--- src/rtl/uart_tx_fifo_pkg.sv ---
// Shared definitions for the UART transmit FIFO and the parity UART it feeds:
// FSM state encodings and the default byte width / queue depth.
package uart_tx_fifo_pkg;

   localparam int UART_DATA_W     = 8;
   localparam int UART_FIFO_DEPTH = 16;

   typedef enum logic [1:0] {
      IDLE      = 2'd0,
      LAUNCH    = 2'd1,
      WAIT_BUSY = 2'd2,
      WAIT_DONE = 2'd3
   } tx_state_t;

endpackage

--- src/rtl/uart_fifo_mem.sv ---
// DEPTH x DATA_W register array: synchronous write port, asynchronous read port.
// Storage is intentionally not reset; occupancy is tracked by the pointers.
module uart_fifo_mem
   import uart_tx_fifo_pkg::*;
#(
   parameter int DATA_W = UART_DATA_W,
   parameter int DEPTH  = UART_FIFO_DEPTH,
   parameter int ADDR_W = $clog2(DEPTH)
) (
   input  logic              clk,
   input  logic              wr_en,
   input  logic [ADDR_W-1:0] wr_addr,
   input  logic [DATA_W-1:0] wr_data,
   input  logic [ADDR_W-1:0] rd_addr,
   output logic [DATA_W-1:0] rd_data
);

   logic [DATA_W-1:0] mem [DEPTH];

   always_ff @(posedge clk) begin
      if (wr_en) mem[wr_addr] <= wr_data;
   end

   assign rd_data = mem[rd_addr];

endmodule

--- src/rtl/uart_tx_fifo.sv ---
// Byte FIFO feeding the parity UART: launches one byte per frame once tx_busy is low.
// Optional sent/drop counters are enabled by defining UART_TX_FIFO_STATS_EN.
module uart_tx_fifo
   import uart_tx_fifo_pkg::*;
#(
   parameter int  DATA_W       = UART_DATA_W,
   parameter int  DEPTH        = UART_FIFO_DEPTH,
   parameter int  BUSY_TIMEOUT = 4,
   localparam int ADDR_W       = $clog2(DEPTH)
) (
   input  logic              clk,
   input  logic              reset,
   input  logic [DATA_W-1:0] wr_data,
   input  logic              wr_valid,
   output logic              wr_ready,
   output logic [DATA_W-1:0] uart_din,
   output logic              uart_wr_en,
   input  logic              uart_tx_busy,
   output logic [ADDR_W:0]   level,
   output logic              empty,
   output logic              full,
   output logic              overflow
`ifdef UART_TX_FIFO_STATS_EN
   ,
   output logic [15:0]       sent_count,
   output logic [15:0]       drop_count
`endif
);

   localparam logic [3:0]    TIMER_LAST = 4'(BUSY_TIMEOUT - 1);
   localparam logic [ADDR_W:0] LEVEL_FULL = (ADDR_W + 1)'(DEPTH);

   tx_state_t         state, state_nxt;
   logic [ADDR_W-1:0] wr_ptr, rd_ptr;
   logic [DATA_W-1:0] rd_data;
   logic [3:0]        timer;
   logic              push, pop;

   assign full     = (level == LEVEL_FULL);
   assign empty    = (level == '0);
   assign wr_ready = !full;
   assign push     = wr_valid && !full;
   // A pop is the launch itself: only from IDLE, and never over an in-flight frame.
   assign pop      = (state == IDLE) && !empty && !uart_tx_busy;

   uart_fifo_mem #(
      .DATA_W (DATA_W),
      .DEPTH  (DEPTH),
      .ADDR_W (ADDR_W)
   ) u_mem (
      .clk     (clk),
      .wr_en   (push),
      .wr_addr (wr_ptr),
      .wr_data (wr_data),
      .rd_addr (rd_ptr),
      .rd_data (rd_data)
   );

   always_comb begin
      state_nxt = state;
      case (state)
         IDLE:      if (pop) state_nxt = LAUNCH;
         LAUNCH:    state_nxt = WAIT_BUSY;
         WAIT_BUSY: begin
            if (uart_tx_busy)              state_nxt = WAIT_DONE;
            else if (timer == TIMER_LAST)  state_nxt = IDLE;
         end
         WAIT_DONE: if (!uart_tx_busy) state_nxt = IDLE;
         default:   state_nxt = IDLE;
      endcase
   end

   always_ff @(posedge clk) begin
      if (reset) begin
         state      <= IDLE;
         wr_ptr     <= '0;
         rd_ptr     <= '0;
         level      <= '0;
         uart_din   <= '0;
         uart_wr_en <= 1'b0;
         overflow   <= 1'b0;
         timer      <= '0;
      end else begin
         state      <= state_nxt;
         uart_wr_en <= pop;
         overflow   <= wr_valid && full;
         if (push) wr_ptr <= wr_ptr + 1'b1;
         if (pop) begin
            rd_ptr   <= rd_ptr + 1'b1;
            uart_din <= rd_data;
         end
         case ({push, pop})
            2'b10:   level <= level + 1'b1;
            2'b01:   level <= level - 1'b1;
            default: ;
         endcase
         if (state == LAUNCH)
            timer <= '0;
         else if (state == WAIT_BUSY && !uart_tx_busy)
            timer <= timer + 1'b1;
      end
   end

`ifdef UART_TX_FIFO_STATS_EN
   always_ff @(posedge clk) begin
      if (reset) begin
         sent_count <= '0;
         drop_count <= '0;
      end else begin
         if (uart_wr_en) sent_count <= sent_count + 1'b1;
         if (overflow)   drop_count <= drop_count + 1'b1;
      end
   end
`endif

endmodule
--- config.mk ---
export PLATFORM = sky130hd
export DESIGN_NAME = uart_tx_fifo
export DESIGN_NICKNAME = d
export VERILOG_FILES = /design/src/rtl/uart_tx_fifo_pkg.sv /design/src/rtl/uart_fifo_mem.sv /design/src/rtl/uart_tx_fifo.sv
export SDC_FILE = /design/constraint.sdc
export NUM_CORES = 1
export LEC_CHECK = 0
export BUFFER_PORTS_ARGS = -buffer_cell sky130_fd_sc_hd__buf_2
export CAP_MARGIN = 20
export CORE_AREA = 2 2 107 109
export CTS_CLUSTER_SIZE = 28
export DETAILED_ROUTE_END_ITERATION = 12
export DIE_AREA = 0 0 109 111
export PLACE_DENSITY_LB_ADDON = 0.1
export SLEW_MARGIN = 20
export SYNTH_ARGS = -nofsm -noshare
export SYNTH_HDL_FRONTEND = slang
export SYNTH_SLANG_ARGS = --single-unit
--- constraint.sdc ---
create_clock -name clk -period 5 [get_ports clk]
set_input_delay 0.5 -clock clk [delete_from_list [all_inputs] [get_ports clk]]
set_output_delay 0.5 -clock clk [all_outputs]
set_load 0.02 [all_outputs]
# Word level (Yosys, flattened, before mapping)
# Memory sizes are Yosys's and may differ from the RTL's. A register that Yosys moved wholly into a read port is not among the register bits.
# Index checks and enable logic that the tools add are counted.
[word_totals]
memories = 1
wordCells = 44
input_bits = 12
regBits = 21
ramBits = 128
out_inout_bits = 18
[classes]
n_addsub = 5
muxes = 8
eq_ne = 10
reduce_logical = 13
[mem_list]
columns = ["name", "depth", "word_bits", "rd", "rd_ports_with_merged_regs", "wr", "line_no", "text"]
rows = [
  ["u_mem.mem", 16, 8, 1, 1, 1, "uart_fifo_mem.sv:18", "logic [DATA_W-1:0] mem [DEPTH];"],
]
[ops]
columns = ["cell", "n"]
rows = [
  ["$add 4x1->4 const B", 3],
  ["$pmux 5 s2", 1],
  ["$mux 2", 4],
  ["$pmux 2 s4", 1],
  ["$eq 2x2->1 const B", 3],
  ["$add 5x1->5 const B", 1],
  ["$eq 5x5->1 const B", 1],
  ["$logic_and 1x1->1", 5],
  ["$logic_not 5->1", 1],
  ["$sub 5x1->5 const B", 1],
  ["$eq 2x1->1 const B", 2],
  ["$eq 4x2->1 const B", 1],
  ["$ne 2x2->1 const B", 2],
  ["$logic_not 1->1", 3],
  ["$ne 3x3->1 const B", 1],
  ["$reduce_and 3->1", 1],
  ["$logic_not 2->1", 1],
  ["$mux 1", 2],
  ["$reduce_bool 2->1", 1],
  ["$reduce_or 2->1", 1],
]

# Longest topological paths before layout
# Gate-level depths: netlist (run 1).
[logic_depth]
ltp_word = 6
ltp_mapped = 10
depth_no_buf = 9

# Hierarchy
# Synthesis (run 1) repeated with hierarchy kept, for this count alone.
[unflattened]
cells_unflattened = 370
area_unflattened_um2 = 6348.6
[by_module_without_submodules]
columns = ["mod", "seq_area_each_um2", "area_each_um2", "n_inst", "cells_each"]
rows = [
  ["uart_fifo_mem", 3843.7, 4987.3, 1, 221],
  ["uart_tx_fifo", 580.6, 1361.3, 1, 149],
]

# Worst setup path after synthesis (run 1)
# No wires, ideal clock.
[synth_timing]
path_type = "reg-to-reg"
start = "register level[0]"
end = "register level[4]"
arrival_time_ns = 2.712
stages_incl_launch_ff = 10
setup_slack_ns = 2.167
required_time_ns = 4.879
period_less_slack_ns = 2.833
cell_sequence = "dfxtp_1 nor4_1 a21boi_1 buf_2 ha_1 fa_1 a21o_1 a21oi_1 mux2i_1 mux2_2"
[synth_via]
elab_chain_cells = 6
word_cells_on_any_way = 13
[synth_lines]
columns = ["item", "line_no", "text"]
rows = [
  ["start, declared", "uart_tx_fifo.sv:19", "output logic [ADDR_W:0] level,"],
  ["start signal, assigned", "uart_tx_fifo.sv:93", "2'b10: level <= level + 1'b1;"],
  ["start signal, assigned", "uart_tx_fifo.sv:94", "2'b01: level <= level - 1'b1;"],
  ["$logic_not 5->1 *", "uart_tx_fifo.sv:40", "assign empty = (level == '0);"],
  ["$logic_not 1->1 *", "uart_tx_fifo.sv:44", "assign pop = (state == IDLE) && !empty && !uart_tx_busy;"],
  ["$logic_and 1x1->1 * (2 in a row)", "uart_tx_fifo.sv:44", ""],
  ["net pop", "uart_tx_fifo.sv:37", "logic push, pop;"],
  ["$eq 2x1->1 or $eq 2x2->1 (tied branches)", "uart_tx_fifo.sv:92", "case ({push, pop})"],
  ["$pmux 5 s2 or $reduce_bool 2->1 (tied branches)", "n/a", ""],
]
# Mark *: on every way through the listed nets, which the timed path passes. The rest lies on a longest branch.
# A chain may end at the register's enable or synchronous reset.

# Worst setup path after layout (run 1)
[layout_timing]
start = "register level[0]"
end = "register level[4]"
[layout_via]
elab_chain_cells = 6
word_cells_on_any_way = 13
[layout_lines]
columns = ["item", "line_no"]
rows = [
  ["$logic_not 5->1", "uart_tx_fifo.sv:40"],
  ["$logic_not 1->1", "uart_tx_fifo.sv:44"],
  ["$logic_and 1x1->1 (2 in a row)", "uart_tx_fifo.sv:44"],
  ["$eq 2x1->1 or $eq 2x2->1 (tied branches)", "uart_tx_fifo.sv:92"],
  ["$pmux 5 s2 or $reduce_bool 2->1 (tied branches)", "n/a"],
]
# Several ways; a longest one is shown, not always the timed one.

==> impl_metrics.py, run 1 <==
metrics = {
    "status": {
        "run_status": "complete, no violations",
    },
    "pwr": {
        "p_per_area_nw_per_um2": 470,
        "power_switching_share_pct": 28.9,
        "max-vdd-ir-drop_mv": 0.346,
        "leakage_uw": 0.00236,
        "combinational_fraction_of_design_power_pct": 19.7,
        "internal_power_uw": 2390,
        "p_clk_share_pct": 33.1,
        "power.switching_uw": 972,
        "power.share.sequential_pct": 47.2,
    },
    "timing": {
        "actual_transition_at_the_worst_max_transition_pin_ps": 914,
        "rsz0062_at_grt": "no",
        "finish_stage_setup_viols": 0,
        "final.min_clock_period_ps": 3150,
        "finalHoldViolCount": 0,
        "finalCritPeriodShare_pct": 63.0,
        "clock_skew_ps": 6.89,
        "timing.slew.headroom_pct": 38.8,
        "totalNegativeSetupSlack_ps": 0,
        "finalMaxSlewViolations": 0,
        "fmax_mhz": 317,
    },
    "logic_synthesis": {
        "count_of_flip_flops_with_a_built_in_enable_after_synthesis": 128,
        "synth_cell_types": 45,
        "proportion_of_synthesized_flip_flops_having_asynchronous_set_or_reset_pct": 0,
        "mappedNetlistNets": 438,
        "synthesized_area_per_cell_sq_um": 15.4,
        "yosys_most_used_dff": "edfxtp_1",
        "synth.cell_area_sq_um": 6410,
        "synthesis.yosys.warnings": 0,
        "synth-seq-cells": 157,
        "yosysSeqAreaShare_pct": 69.0,
        "syn-instance-count": 415,
    },
    "cts": {
        "tritoncts": "yes",
        "cts_repair_resize_count": 0,
        "path_clk_slew_ps": 60,
        "ctsHtreeMaxLevel": 4,
        "cts_hold_repair.buffers": 0,
        "cts_sink_cnt": 157,
        "cts.path.max_buffers": 2,
        "setup_repair_bufs_after_cts": 0,
        "skew_pair_late_insertion_delay_ps": 410,
        "cts-buffers-inserted": 17,
        "cts.root.buffer_cell": "clkbuf_16",
    },
    "global_routing": {
        "globalRoute.totalOverflow": 0,
        "gr-usage-all-layers_pct": 22.8,
        "grt_start_max_net_pins": 40,
        "first_pass_grt_wire_length_um": 19700,
        "antenna_found_initial": 0,
        "number_of_global_route_vias_before_repair": 3569,
    },
    "setup_path": {
        "gate_family_responsible_for_the_most_delay_along_the_worst_path": "adder cells",
        "critical_path_cell_count": 9,
        "critPathMaxStageDelay_ps": 660,
        "reg2reg_from": "level[0]",
        "cp-start-kind": "flop",
        "critical_path.cell_chain": "nor4_1 -> a21boi_2 -> buf_4 -> ha_1 -> fa_1 -> a21o_1 -> a21oi_1 -> mux2i_1 -> mux2_2",
        "crit_end": "level[4]",
        "crit-reg2reg-capture": "level[4]",
        "crit_fanout": 21,
        "critical_path.slowest_cell": "nor4_1",
        "worst-r2r-cell-count": 9,
        "crit_end_element": "flop",
        "cp_data_required_time_ps": 5300,
        "critical_path_class": "reg -> reg",
        "worst_path_arrival_time_ps": 3450,
        "critPathBufInv": 1,
        "rrSetupSlack_ps": 1850,
        "setup.worst_path.start": "level[0]",
    },
    "drt": {
        "detailroute.via_count": 3570,
        "postRouteAntennaNets": 0,
        "detailedRoute.firstPassIterationCount": 5,
        "routed_wire_length_per_instance_um": 21.0,
        "route.final.wire_length_um": 12600,
        "drc_marker_count_from_the_first_detailed_route_iteration": 318,
        "route.detailed.drc": 0,
        "route.detailed.vias_per_inst": 5.96,
    },
    "min_path": {
        "class_of_the_most_critical_hold_timing_path": "in -> reg",
        "hold_path_startpoint": "wr_valid",
    },
    "placement": {
        "detailed_place_hpwl_um": 8000,
        "place_inst": 567,
        "gp_routability_congestion": 0.889,
        "io_buffers": 29,
        "post_dp_cell_area_sq_um": 6650,
    },
    "final_layout": {
        "fin_cells": 599,
        "multi_input_combinational_cell_area_sq_um": 1840,
        "layout_common_cells": "edfxtp_1 (128), nor2_1 (48), mux2i_1 (45), buf_2 (29), dfxtp_1 (28)",
        "seq_area_sq_um": 4430,
        "layout_overhead_on_the_synthesized_area_pct": 11.8,
        "most_common_cell_after_layout_fill_and_taps_aside": "edfxtp_1",
        "drive_gt1_share_pct": 18.6,
        "layout.filler_cells": 796,
        "finish.net_count": 466,
        "fin_area_sq_um": 7160,
        "n_antenna_cell": 0,
    },
    "die": {
        "die-area_sq_um": 12100,
        "initial_utilization_pct": 57.9,
        "top_level_ports": 30,
        "die_y_um": 111,
        "horizontal_die_dimension_um": 109,
        "row_count": 39,
        "total_core_area_sq_um": 11100,
    },
    "flow_run": {
        "cap_violations": 0,
    },
}
==> synth_stat cells, drive strengths merged, types with 2 or more instances <==
| cell type | instances | area (sq um) |
|---|---|---|
| mux4 | 12 | 270 |
| nand3b | 3 | 22.5 |
| buf | 19 | 111 |
| nor2 | 48 | 180 |
| and3 | 2 | 12.5 |
| edfxtp | 128 | 3840 |
| a21oi | 7 | 35.0 |
| a21o | 2 | 15.0 |
| inv | 6 | 22.5 |
| ha | 10 | 125 |
| a22oi | 4 | 30.0 |
| dfxtp | 29 | 581 |
| a21boi | 2 | 15.0 |
| o211ai | 7 | 57.6 |
| xor2 | 6 | 52.6 |
| or3b | 2 | 17.5 |
| nor2b | 5 | 31.3 |
| a311oi | 8 | 95.1 |
| xnor2 | 3 | 26.3 |
| clkbuf | 6 | 22.5 |
| nor3b | 3 | 22.5 |
| nor3 | 9 | 50.1 |
| nand2b | 4 | 25.0 |
| mux2i | 45 | 450 |
| nand2 | 11 | 41.3 |
| o22ai | 21 | 131 |
==> power groups by stage <==
| stage | Combinational, uW | Sequential (uW) | Clock, uW |
|---|---|---|---|
| 2_1_floorplan | 431 | 1650 | 0 |
| 3_3_place_gp | 649 | 1610 | 0 |
| 3_5_place_dp | 660 | 1610 | 0 |
| 4_1_cts | 668 | 1590 | 1130 |
| 5_1_grt | 729 | 1600 | 1190 |
| 6_report | 662 | 1590 | 1110 |
==> layout make-up <==
cell class	count	share of cell area, %
clock buffer	23	6.25
clock inverter	9	0.908
tap	143	2.50
inverter	6	0.314
sequential	157	61.8
multi-input combinational	227	25.7
timing repair buffer	34	2.55
==> state kept, by name, summed over array words and instances, names as in the netlist <==
name / cells
overflow: 1
state: 2
wr_ptr: 4
rd_ptr: 4
uart_wr_en: 1
timer: 4
u_mem.mem: 128
level: 5
uart_din: 8
==> cells by family (layout without fill, tap and decap cells) <==
family          count (synthesis)  in the layout  synth area share [%]
compound gates                 56             56                  6.48
buf+inv                        31             72                  2.44
simple gates                   93             93                  7.13
xor+xnor                        9              9                  1.23
mux                            58             58                  11.4
fa+ha+maj                      11             11                  2.26
flops                         157            157                  69.0
==> through the flow <==
step                hold WS (ps)  worst slack (ps)  power, uW  utilization [%]
CTS                          372              1840       3390             64.7
finish                       387              1850       3370             64.7
global route                 379              1700       3520             64.7
floorplan                    504              2170       2080                -
detailed placement           508              1860       2270             60.0
global placement             498              1920       2260             60.0
==> worst min path at each step <==
stage	to	slack, ps	cells after the start
final	overflow	390	2
after detailed placement	uart_din[4]	510	2
after CTS	overflow	370	2
after floorplan	timer[3]	500	2
after global placement	uart_din[3]	500	2
after global routing	overflow	380	2
==> routing by layer <==
metal	up-vias	global-route usage (%)	wire, um
li1	1660	-	-
met1	1767	31.2	5510
met2	128	35.8	6190
met3	15	5.64	696
met4	0	7.61	169
met5	-	0	0
No activity file was read; power rests on OpenSTA's default activity.
==> inputs of run 2 (changes only) <==
==> constraint.sdc (replaced) <==
create_clock -name clk -period 3 [get_ports clk]
set_input_delay 0.3 -clock clk [delete_from_list [all_inputs] [get_ports clk]]
set_output_delay 0.3 -clock clk [all_outputs]
set_load 0.02 [all_outputs]
==> run 2 against run 1 <==
Design area rose by 3.5%. Clock power grew 110%. Die area unchanged. Total power increased by 83%. Non-clock buffer count increased by 14. Register-to-register slack lost 1700 ps. Wire length up 0.92%. Utilization up 2.2 points. First-iteration DRC count is 2.8% higher. Fmax is 10% higher. Sequential share of layout area shrank 2.1 points. Critical path type unchanged. Largest cell class unchanged. Largest power group unchanged. Highest routed layer unchanged.
==> impl_metrics.py, run 2 (same netlist as run 1, synthesis figures left out) <==
metrics = {
    "drt": {
        "route.final.wire_length_um": 12700,
        "drc_marker_count_from_the_first_detailed_route_iteration": 327,
        "detailedRoute.firstPassIterationCount": 4,
        "postRouteAntennaNets": 0,
        "detailroute.via_count": 3608,
        "routed_wire_length_per_instance_um": 20.7,
        "route.detailed.drc": 0,
        "route.detailed.vias_per_inst": 5.89,
    },
    "timing": {
        "finish_stage_setup_viols": 0,
        "totalNegativeSetupSlack_ps": 0,
        "timing.slew.headroom_pct": 41.8,
        "final.min_clock_period_ps": 2860,
        "rsz0062_at_grt": "no",
        "finalHoldViolCount": 0,
        "setup_slack_ps": 142,
        "finalMaxSlewViolations": 0,
        "finalCritPeriodShare_pct": 95.3,
        "fmax_mhz": 350,
        "clock_skew_ps": 5.04,
        "actual_transition_at_the_worst_max_transition_pin_ps": 869,
    },
    "die": {
        "horizontal_die_dimension_um": 109,
        "initial_utilization_pct": 57.9,
        "die_y_um": 111,
        "die-area_sq_um": 12100,
        "top_level_ports": 30,
        "row_count": 39,
        "total_core_area_sq_um": 11100,
    },
    "cts": {
        "cts_repair_resize_count": 0,
        "skew_pair_late_insertion_delay_ps": 420,
        "tritoncts": "yes",
        "setup_repair_bufs_after_cts": 0,
        "cts.root.buffer_cell": "clkbuf_16",
        "cts_hold_repair.buffers": 0,
        "cts.path.max_buffers": 2,
        "ctsHtreeMaxLevel": 4,
        "cts-buffers-inserted": 17,
        "cts_sink_cnt": 157,
        "path_clk_slew_ps": 60,
    },
    "pwr": {
        "fin_total_pwr_uw": 6150,
        "leakage_uw": 0.00249,
        "max-vdd-ir-drop_mv": 0.557,
        "p_per_area_nw_per_um2": 829,
    },
    "global_routing": {
        "groute.layer.met3.usage_pct": 6.58,
        "gr_util_met1_pct": 31.5,
        "first_pass_grt_wire_length_um": 19600,
        "antenna_found_initial": 0,
        "number_of_global_route_vias_before_repair": 3516,
        "grt.busiest_layer": "met2",
        "gr-usage-met2_pct": 34.6,
        "grt_start_max_net_pins": 32,
        "globalRoute.totalOverflow": 0,
        "gr-usage-all-layers_pct": 23.1,
    },
    "final_layout": {
        "n_antenna_cell": 0,
        "final_core_area_utilization_pct": 66.9,
        "drive_gt1_share_pct": 20.9,
        "multi_input_combinational_cell_area_sq_um": 1830,
        "layout_overhead_on_the_synthesized_area_pct": 15.7,
        "layout_common_cells": "edfxtp_1 (128), nor2_1 (48), mux2i_1 (45), buf_2 (29), dfxtp_1 (28)",
        "finish.net_count": 480,
        "largest_reg_flops": 128,
        "most_common_cell_after_layout_fill_and_taps_aside": "edfxtp_1",
        "seq_area_sq_um": 4430,
        "layout.filler_cells": 767,
        "reg_top3": "u_mem.mem x128, uart_din x8, level x5",
        "top_register": "u_mem.mem",
        "fin_cells": 613,
    },
    "placement": {
        "place_inst": 581,
        "detailed_place_hpwl_um": 8020,
        "dpl_worst_slack_ps": 126,
        "gp_routability_congestion": 0.821,
        "io_buffers": 29,
    },
    "setup_path": {
        "cp-start-kind": "flop",
        "critical_path_class": "reg -> reg",
        "worst_path_arrival_time_ps": 3170,
        "crit_end_element": "flop",
        "reg2reg_from": "level[1]",
        "cp_data_required_time_ps": 3310,
        "setup.worst_path.start": "level[1]",
        "crit_fanout": 6,
    },
    "min_path": {
        "hold_path_startpoint": "wr_valid",
        "class_of_the_most_critical_hold_timing_path": "in -> reg",
    },
    "status": {
        "run_status": "complete, no violations",
    },
    "flow_run": {
        "cap_violations": 0,
    },
}
run 2: changes by cell type in the layout (fill, tap and decap cells not counted), sizes merged:
cell and change:
buf +14, bufinv +6, clkbuf -4, inv -2
run 2: critical path, cell delays in order (launching register included):
cell      delay (ps)
dfxtp_1          370
nor4_1           610
a21boi_2         140
ha_1             290
fa_1             420
a21o_1           190
a21oi_1          170
mux2i_1          210
mux2_2           340
run 2: layout make-up:
cell class | instances | share of cell area [%]
Tap cell | 143 | 2.41
Inverter | 6 | 0.304
Clock inverter | 13 | 2.97
Timing Repair Buffer | 48 | 4.05
Clock buffer | 19 | 5.84
Sequential cell | 157 | 59.7
Multi-Input combinational cell | 227 | 24.7
run 2: metal layers:
layer / share of wire (%) / vias up
li1: - / 1678
met1: 45 / 1806
met2: 47 / 102
met3: 5.0 / 22
met4: 2.7 / 0
met5: 0 / -
run 2: stage by stage:
| step | area [sq um] | hold slack, ps |
|---|---|---|
| detailed placement | 6760 | 509 |
| global route | 7410 | 169 |
| finish | 7410 | 179 |
| CTS | 7410 | 155 |
| floorplan | 6410 | 399 |
| global placement | 6760 | 499 |
run 2: path summary, 6_finish.rpt:
kind / slack (ps) / to / cells after the start
hold / removal: 180 / overflow / 2
setup reg to reg: 140 / level[4] / 8
hold reg to reg: 520 / uart_din[5] / 2
setup / recovery: 140 / level[4] / 8
run 2: where the power goes:
group,leakage [uW],internal (uW),switching [uW]
Combinational,0.000789,441,709
Sequential,0.00139,2510,117
Clock,0.000310,1550,819
==> inputs of run 3 (changes only) <==
--- a/config.mk
+++ b/config.mk
@@ -7,10 +7,10 @@
 export LEC_CHECK = 0
 export BUFFER_PORTS_ARGS = -buffer_cell sky130_fd_sc_hd__buf_2
 export CAP_MARGIN = 20
-export CORE_AREA = 2 2 107 109
+export CORE_AREA = 2 2 155 157
 export CTS_CLUSTER_SIZE = 28
 export DETAILED_ROUTE_END_ITERATION = 12
-export DIE_AREA = 0 0 109 111
+export DIE_AREA = 0 0 157 159
 export PLACE_DENSITY_LB_ADDON = 0.1
 export SLEW_MARGIN = 20
 export SYNTH_ARGS = -nofsm -noshare
==> constraint.sdc (replaced) <==
create_clock -name clk -period 2.6 [get_ports clk]
set_input_delay 0.26 -clock clk [delete_from_list [all_inputs] [get_ports clk]]
set_output_delay 0.26 -clock clk [all_outputs]
set_load 0.02 [all_outputs]
==> run 3 against run 2 <==
Worst hold slack got worse by 33 ps. Largest power group unchanged. Design area increased by 3.1%. Fmax increased by 16%. Critical path type unchanged. Total power increased by 13%. Largest cell class unchanged. Die area increased by 110%. Sequential share of layout area decreased by 1.7 points. Critical path depth unchanged. Sequential power increased by 15%.
==> impl_metrics.py, run 3 (same netlist as run 1, synthesis figures left out) <==
metrics = {
    "status": {
        "run_status": "complete, no violations",
    },
    "drt": {
        "postRouteAntennaNets": 0,
        "drc_marker_count_from_the_first_detailed_route_iteration": 213,
        "route.detailed.vias_per_inst": 4.47,
        "detailedRoute.firstPassIterationCount": 5,
        "detailroute.via_count": 3543,
        "route.detailed.drc": 0,
        "route.final.wire_length_um": 15200,
        "routed_wire_length_per_instance_um": 19.1,
    },
    "pwr": {
        "max-vdd-ir-drop_mv": 0.393,
        "fin_total_pwr_uw": 6930,
        "p_per_area_nw_per_um2": 908,
        "leakage_uw": 0.00250,
    },
    "setup_path": {
        "critPathBufInv": 0,
        "reg2reg_from": "level[1]",
        "gate_family_responsible_for_the_most_delay_along_the_worst_path": "adder cells",
        "crit_end_element": "flop",
        "cp-start-kind": "flop",
        "setup.worst_path.start": "level[1]",
        "critical_path_class": "reg -> reg",
        "critPathMaxStageDelay_ps": 410,
        "cp_data_required_time_ps": 2900,
        "worst_path_arrival_time_ps": 2770,
        "worst-r2r-cell-count": 8,
        "crit-reg2reg-capture": "level[4]",
        "critical_path_cell_count": 8,
        "rrSetupSlack_ps": 130,
        "crit_fanout": 6,
        "critical_path.slowest_cell": "fa_1",
        "critical_path.cell_chain": "nor4_4 -> a21boi_2 -> ha_4 -> fa_1 -> a21o_1 -> a21oi_2 -> mux2i_1 -> mux2_2",
        "crit_end": "level[4]",
    },
    "final_layout": {
        "layout.filler_cells": 2248,
        "reg_top3": "u_mem.mem x128, uart_din x8, level x5",
        "n_antenna_cell": 0,
        "layout_overhead_on_the_synthesized_area_pct": 19.2,
        "layout_common_cells": "edfxtp_1 (128), nor2_1 (48), mux2i_1 (45), buf_2 (29), dfxtp_1 (24)",
        "largest_reg_flops": 128,
        "most_common_cell_after_layout_fill_and_taps_aside": "edfxtp_1",
        "fin_cells": 793,
        "drive_gt1_share_pct": 24.1,
        "finish.net_count": 484,
        "top_register": "u_mem.mem",
    },
    "placement": {
        "place_inst": 760,
        "detailed_place_hpwl_um": 9860,
        "gp_routability_congestion": 0.753,
        "io_buffers": 29,
    },
    "global_routing": {
        "gr-usage-all-layers_pct": 13.0,
        "antenna_found_initial": 0,
        "first_pass_grt_wire_length_um": 23200,
        "number_of_global_route_vias_before_repair": 3684,
        "grt_start_max_net_pins": 55,
        "globalRoute.totalOverflow": 0,
    },
    "timing": {
        "final.min_clock_period_ps": 2470,
        "fmax_mhz": 405,
        "finish_stage_setup_viols": 0,
        "finalCritPeriodShare_pct": 95.0,
        "timing.slew.headroom_pct": 46.8,
        "actual_transition_at_the_worst_max_transition_pin_ps": 795,
        "finalHoldViolCount": 0,
        "finalMaxSlewViolations": 0,
        "clock_skew_ps": 8.56,
    },
    "cts": {
        "skew_pair_late_insertion_delay_ps": 420,
        "cts.root.buffer_cell": "clkbuf_16",
        "path_clk_slew_ps": 60,
        "ctsHtreeMaxLevel": 4,
        "cts-buffers-inserted": 17,
        "cts_hold_repair.buffers": 0,
        "cts.path.max_buffers": 2,
        "tritoncts": "yes",
        "cts_sink_cnt": 157,
    },
    "die": {
        "total_core_area_sq_um": 23200,
        "die_y_um": 159,
        "initial_utilization_pct": 27.6,
        "die-area_sq_um": 25000,
        "top_level_ports": 30,
        "row_count": 56,
        "horizontal_die_dimension_um": 157,
    },
    "min_path": {
        "class_of_the_most_critical_hold_timing_path": "in -> reg",
    },
    "flow_run": {
        "cap_violations": 0,
    },
}
run 3: cell count changes in the layout (fill, tap and decap cells not counted), moves of 2 or more:
cell        previous run  this run
bufinv_16              6         1
inv_6                  0         5
dfxtp_1               28        24
dfxtp_2                1         5
buf_4                 18        21
clkinv_4               1         4
inv_8                  0         3
clkbuf_1               2         0
clkinv_1               3         1
clkinvlp_4             2         0
run 3: metrics by stage:
stage / TNS [ps] / hold WS [ps] / area (sq um) / setup slack [ps] / utilization [%]
after floorplan: 0 / 359 / 6440 / 2.06 / -
after global placement: 0 / 497 / 7040 / 110 / 30.4
after detailed placement: 0 / 498 / 7040 / 64.8 / 30.4
after CTS: 0 / 120 / 7620 / 56.3 / 32.8
after global routing: -10.1 / 131 / 7640 / -10.1 / 32.9
final: 0 / 146 / 7640 / 130 / 32.9
run 3: power breakdown:
part | internal [uW] | switching (uW)
Combinational | 586 | 896
Clock | 1350 | 1070
Sequential | 2900 | 130
Total | 4840 | 2090
run 3: what timing repair did:
item                       4_1_cts  5_1_grt
resized for setup                0        2
setup endpoints to repair        0        1
setup buffers                    0        1
run 3: worst reg2reg max path, cell delays in order (launching register included):
cell      delay [ps]
dfxtp_2          330
nor4_4           380
a21boi_2         130
ha_4             200
fa_1             410
a21o_1           210
a21oi_2          140
mux2i_1          210
mux2_2           350
run 3: layer usage:
layer | track usage (%) | part of all wire (%) | up-vias
met3 | 3.18 | 3.3 | 4
met2 | 19.7 | 47 | 51
met5 | 0 | 0 | -
met1 | 18.3 | 49 | 1802
li1 | - | - | 1686
met4 | 3.96 | 0.70 | 0
run 3: area by class of cell:
class / count / area, sq um / share of cell area (%)
clock inverters: 15 / 151 / 1.98
repair buffers: 52 / 343 / 4.49
clock buffers: 17 / 425 / 5.57
multi-input cells: 227 / 1870 / 24.4
inverters: 6 / 22.5 / 0.295
flip-flops and latches: 157 / 4430 / 58.0
well taps: 319 / 399 / 5.23
run 3: worst min-delay path by stage:
stage | slack [ps] | start | to | depth (start not counted)
2_1_floorplan | 360 | wr_data[0] | u_mem.mem[0][0] | 0
3_3_place_gp | 500 | uart_din[3] | uart_din[3] | 2
3_5_place_dp | 500 | uart_din[4] | uart_din[4] | 2
4_1_cts | 120 | wr_valid | overflow | 2
5_1_grt | 130 | wr_valid | overflow | 2
6_report | 150 | wr_valid | overflow | 2
